**src/rtl/mem_port_arbiter.sv**
```systemverilog
// Shares one memory port between instruction fetch and load/store. Round-robin
// on ties, single-beat transactions with byte enables; illegal accesses never reach memory.
module mem_port_arbiter #(
  parameter int ADDR_W      = 32,
  parameter bit FETCH_FIRST = 1'b0
) (
  input  logic              i_clk,
  input  logic              i_rst,
  input  logic              i_f_req,
  input  logic [ADDR_W-1:0] i_f_addr,
  output logic              o_f_ack,
  output logic [31:0]       o_f_data,
  output logic              o_f_err,
  input  logic              i_d_req,
  input  logic              i_d_write,
  input  logic [ADDR_W-1:0] i_d_addr,
  input  logic [31:0]       i_d_wdata,
  input  logic [1:0]        i_d_size,
  output logic              o_d_ack,
  output logic [31:0]       o_d_rdata,
  output logic              o_d_err,
  output logic              o_m_req,
  output logic              o_m_write,
  output logic [ADDR_W-1:0] o_m_addr,
  output logic [31:0]       o_m_wdata,
  output logic [3:0]        o_m_be,
  input  logic              i_m_ready,
  input  logic [31:0]       i_m_rdata
);

  typedef enum logic [1:0] {S_IDLE, S_MEM, S_RESP} state_t;

  state_t      state, state_nx;
  logic        last_d;      // 1: data port holds the most recent grant
  logic        r_d;         // current transaction belongs to the data port
  logic [1:0]  r_off;
  logic [1:0]  r_size;

  logic        grant, grant_d;
  logic        f_bad, d_bad, req_bad;
  logic [3:0]  d_be;
  logic [31:0] d_wdata_sh;
  logic [31:0] ld_sh, ld_data;

  always_comb begin
    grant   = 1'b0;
    grant_d = 1'b0;
    if (state == S_IDLE) begin
      if (i_f_req && i_d_req) begin
        grant   = 1'b1;
        grant_d = ~last_d;
      end else if (i_d_req) begin
        grant   = 1'b1;
        grant_d = 1'b1;
      end else if (i_f_req) begin
        grant   = 1'b1;
      end
    end
  end

  always_comb begin
    f_bad = (i_f_addr[1:0] != 2'b00);
    unique case (i_d_size)
      2'b00:   d_bad = 1'b1;
      2'b01:   d_bad = 1'b0;
      2'b10:   d_bad = i_d_addr[0];
      default: d_bad = (i_d_addr[1:0] != 2'b00);
    endcase
    req_bad = grant_d ? d_bad : f_bad;
  end

  always_comb begin
    unique case (i_d_size)
      2'b01:   d_be = 4'b0001 << i_d_addr[1:0];
      2'b10:   d_be = i_d_addr[1] ? 4'b1100 : 4'b0011;
      default: d_be = 4'b1111;
    endcase
    d_wdata_sh = i_d_wdata << {i_d_addr[1:0], 3'b000};
  end

  // Load data is right-aligned from the captured lane offset, then zero-extended.
  always_comb begin
    ld_sh = i_m_rdata >> {r_off, 3'b000};
    unique case (r_size)
      2'b01:   ld_data = {24'h0, ld_sh[7:0]};
      2'b10:   ld_data = {16'h0, ld_sh[15:0]};
      default: ld_data = ld_sh;
    endcase
  end

  always_comb begin
    state_nx = state;
    unique case (state)
      S_IDLE:  if (grant) state_nx = req_bad ? S_RESP : S_MEM;
      S_MEM:   if (i_m_ready) state_nx = S_RESP;
      S_RESP:  state_nx = S_IDLE;
      default: state_nx = S_IDLE;
    endcase
  end

  always_ff @(posedge i_clk or posedge i_rst) begin
    if (i_rst) state <= S_IDLE;
    else       state <= state_nx;
  end

  always_ff @(posedge i_clk or posedge i_rst) begin
    if (i_rst) begin
      last_d    <= FETCH_FIRST;
      r_d       <= 1'b0;
      r_off     <= 2'b00;
      r_size    <= 2'b00;
      o_f_ack   <= 1'b0;
      o_f_data  <= '0;
      o_f_err   <= 1'b0;
      o_d_ack   <= 1'b0;
      o_d_rdata <= '0;
      o_d_err   <= 1'b0;
      o_m_req   <= 1'b0;
      o_m_write <= 1'b0;
      o_m_addr  <= '0;
      o_m_wdata <= '0;
      o_m_be    <= '0;
    end else begin
      unique case (state)
        S_IDLE: begin
          if (grant) begin
            last_d <= grant_d;
            r_d    <= grant_d;
            r_off  <= i_d_addr[1:0];
            r_size <= i_d_size;
            if (req_bad) begin
              o_f_ack <= ~grant_d;
              o_f_err <= ~grant_d;
              o_d_ack <= grant_d;
              o_d_err <= grant_d;
            end else begin
              o_m_req   <= 1'b1;
              o_m_write <= grant_d & i_d_write;
              o_m_addr  <= grant_d ? {i_d_addr[ADDR_W-1:2], 2'b00}
                                   : {i_f_addr[ADDR_W-1:2], 2'b00};
              o_m_wdata <= grant_d ? d_wdata_sh : 32'h0;
              o_m_be    <= grant_d ? d_be : 4'b1111;
            end
          end
        end
        S_MEM: begin
          if (i_m_ready) begin
            o_m_req   <= 1'b0;
            o_m_write <= 1'b0;
            o_m_addr  <= '0;
            o_m_wdata <= '0;
            o_m_be    <= '0;
            o_f_ack   <= ~r_d;
            o_d_ack   <= r_d;
            if (r_d) o_d_rdata <= ld_data;
            else     o_f_data  <= i_m_rdata;
          end
        end
        S_RESP: begin
          o_f_ack   <= 1'b0;
          o_f_err   <= 1'b0;
          o_f_data  <= '0;
          o_d_ack   <= 1'b0;
          o_d_err   <= 1'b0;
          o_d_rdata <= '0;
        end
        default: ;
      endcase
    end
  end

endmodule

```
**config.mk**
```make
export PLATFORM = sky130hd
export DESIGN_NAME = mem_port_arbiter
export DESIGN_NICKNAME = d
export VERILOG_FILES = /design/src/rtl/mem_port_arbiter.sv
export SDC_FILE = /design/constraint.sdc
export NUM_CORES = 1
export LEC_CHECK = 0
export CORE_UTILIZATION = 30
export CTS_BUF_LIST = sky130_fd_sc_hd__clkbuf_4 sky130_fd_sc_hd__clkbuf_8 sky130_fd_sc_hd__clkbuf_16
export CTS_CLUSTER_SIZE = 30
export DETAILED_ROUTE_END_ITERATION = 6
export SYNTH_ARGS = -nofsm -noshare
export SYNTH_HDL_FRONTEND = slang
export SYNTH_SLANG_ARGS = --single-unit
```
**constraint.sdc**
```tcl
create_clock -name i_clk -period 4.5 [get_ports i_clk]
set_clock_uncertainty 0.1 [all_clocks]
set_input_delay 0.45 -clock i_clk [delete_from_list [all_inputs] [get_ports i_clk]]
set_output_delay 0.45 -clock i_clk [all_outputs]
set_load 0.005 [all_outputs]
```
==> summary.md <==
| Metric | Value |
|---|---|
| Crit start category | `register` |
| Port bufs | `271` |
| Later-pin clock latency in the skew report | `between 0.4 and 0.5 ns` |
| Hold WC Path Type | `register to register` |
| Cell count after synthesis | `around 640` |
| Hold buffer count at CTS | `0` |
| VDD IR max | `297 uV` |
| Initial Util | `0.307` |
| Die Width | `152 um` |
| Io pins | `274` |
| Largest net degree at the start of global routing | `113` |
| Fin. Hold Viols | `0` |
| Final ANT Viol Nets | `0` |
| CP max-delay cell | `nand3_4` |
| Final Setup Violations | `0` |
| Critical-path cell list | `inv_1, ha_1, nand3_4, o211ai_1, buf_4, a2111oi_0, a21o_1` |
| Critical path endpoint category | `register` |
| WP data required | `4.70 ns` |
| Average routed wire per standard cell | `between 15 and 20 um` |
| H-tree levels | `4` |
| Maxcap violations | `0` |
| Lkg Pwr | `4.65 nW` |
| Synth-to-layout area growth | `53.9%` |
| Die area | `approximately 23,000 sq um` |
| Global-route wire length before repair | `about 34 mm` |
| TritonCTS buffer count | `17` |
| Dominant cells by area after synthesis | `dfrtp_1 (53%), mux2i_1 (9.4%), a22o_1 (6.3%), nand2_1 (6.0%), o21ai_0 (4.6%)` |
| Mapped Avg Cell Area | `10.5 sq um` |
| Status | `complete, no violations` |
| Core area | `21,900 sq um` |
| WP data arrival | `~3.3 ns` |
| Critical-path maximum fanout | `71` |
| Drc violations | `0` |
| Fin crit share | `0.689` |
| Cell Rows | `54` |
| Routed wire length | `21.9 mm` |
| CTS resizes | `0` |
| CTS Sinks | `143` |
| Worst slew pin tran | `~1.1 ns` |
| Area share of the largest cell type after synthesis | `0.532` |
| Most frequent cells in the layout | `clkdlybuf4s50_1 (270), dfrtp_1 (143), nand2_1 (107), mux2i_1 (63), o21ai_0 (62)` |
| Fmax | `0.323 GHz` |
| Vias | `5,918` |
| Gr ovfl total | `0` |
| Slew Viols, Final | `0` |
| Die Ht | `152 um` |
| Root Buffer Master | `clkbuf_16` |
| Final Wtd Congestion | `roughly 0.81` |
| Pwr dens | `592 nW/um^2` |
| Clock buffer depth | `2` |
| Crit path kind | `register to register` |
| Most area-hungry cell type in the Yosys netlist | `dfrtp_1` |
| Hpwl dp | `15.7 mm` |
| Bufs and invs on worst path | `2` |
| Post-synthesis sequential area ratio | `0.532` |
| #FFs+latches synth | `143` |
| Clock transition at path regs | `0.06 ns` |
| Fin Setup TNS | `0 ns` |
| Cell variety after synth | `36` |
| DRT iter0 DRCs | `296` |
| Overall Power | `just over 6 mW` |
| Vias per Instance | `roughly 5` |
| Share of cells above drive strength 1 | `0.0606` |
| Vias in the first global route | `5,951` |
| DP Worst Slack | `1.34 ns` |
| YS warnings | `0` |
| Initial antenna violation count | `0` |
| RSZ-0062 raised after global routing | `no` |
| # Post-CTS Setup Buffers | `0` |
| Final setup margin | `1.40 ns` |
| Worst slew margin | `0.263` |
| Pre-antenna DRT Iters | `5` |
| # nets final | `1,040` |
| Tmin final | `approximately 3.1 ns` |
| All-Layer GR Usage | `0.194` |
| Netlist Area Pre-Place | `about 6700 sq um` |
| CTS tree | `done` |
| Most common cell after layout, fill and taps aside | `clkdlybuf4s50_1` |
| CP delay by family, top | `compound AO/OA/AOI/OAI gates` |
| CP max stage delay | `~0.57 ns` |
[worst reg2reg max path: stages, from the launching register on]
cell	delay, ns
dfrtp_1	0.41
inv_1	0.10
ha_1	0.45
nand3_4	0.57
o211ai_1	0.41
buf_4	0.57
a2111oi_0	0.18
a21o_1	0.19
[routing by layer]
| layer | track usage | vias to the layer above | routed length (um) |
|---|---|---|---|
| li1 | - | 2825 | - |
| met3 | 0.0686 | 16 | 2020 |
| met2 | 0.292 | 222 | 9680 |
| met5 | 0 | - | 0 |
| met1 | 0.264 | 2855 | 9980 |
| met4 | 0.0470 | 0 | 237 |
[metrics by stage]
step | instances | utilization | instance area, sq um | hold slack [ns]
detailed placement | 1156 | 0.443 | 9700 | 0.367
finish | 1189 | 0.473 | 10300 | 0.375
global route | 1188 | 0.472 | 10300 | 0.399
floorplan | 640 | - | 6720 | 0.350
CTS | 1188 | 0.472 | 10300 | 0.379
global placement | 1156 | 0.443 | 9700 | 0.358
[flip-flops by register name, indices dropped and copies added, names as in the netlist, 2 cells and up]
name	count
state	2
o_f_data	32
o_m_wdata	32
r_size	2
r_off	2
o_m_addr	30
o_d_rdata	32
o_m_be	4
[cells in the mapped netlist (all sizes together)]
cell type and count:
nor3 4, ha 9, nor3b 1, nand3 5, nand4 1, a32o 8, a22o 48, dfrtp 143
nand2 108, or4 1, o31ai 24, inv 12, a2111oi 8, mux2i 63, o211ai 2, o32ai 1
nor2b 18, nor2 21, and3 2, conb 1, a31oi 4, buf 25, a21oi 12, o21ai 62
clkbuf 23, a211o 10, a211oi 9, a21o 9, o41ai 1, mux2 4
[worst paths after layout]
check | from | end | slack (ns) | cells after the start
worst max-delay path | state[0]$_DFFE_PP0P_ | o_m_wdata[24]$_DFFE_PP0P_ | 1.40 | 7
worst min-delay path | o_d_rdata[17]$_DFFE_PP0P_ | o_d_rdata[17]$_DFFE_PP0P_ | 0.37 | 2
worst max register to register | state[0]$_DFFE_PP0P_ | o_m_wdata[24]$_DFFE_PP0P_ | 1.40 | 7
worst min register to register | o_d_rdata[17]$_DFFE_PP0P_ | o_d_rdata[17]$_DFFE_PP0P_ | 0.37 | 2
max in group asynchronous | i_rst | o_m_wdata[31]$_DFFE_PP0P_ | 2.90 | 3
min in group asynchronous | i_rst | o_f_data[11]$_DFFE_PP0P_ | 0.50 | 2
[cells by family after synthesis]
kind of cell | Yosys count | synth area share
multiplexers | 67 | 0.101
AO/OA/AOI/OAI | 198 | 0.209
AND/OR/NAND/NOR | 161 | 0.103
other | 1 | 0.000558
adder cells (fa/ha/maj) | 9 | 0.0168
flip-flops | 143 | 0.532
buffers and inverters | 60 | 0.0378
[cell type report]
type / count / area [sq um]
multi-input combinational: 437 / 2910
clock inverter: 9 / 156
inverter: 12 / 50.0
antenna: 1 / 2.50
sequential: 143 / 3580
tap: 280 / 350
fill: 2127 / 11500
clock buffer: 23 / 489
timing repair buffer: 284 / 2810
[report_power, final]
part / switching, mW / internal (mW)
sequential: 0.256 / 1.70
combinational: 1.35 / 1.27
clock: 0.553 / 0.992
total: 2.16 / 3.96
Note: power is estimated with default switching activity, not from simulation.
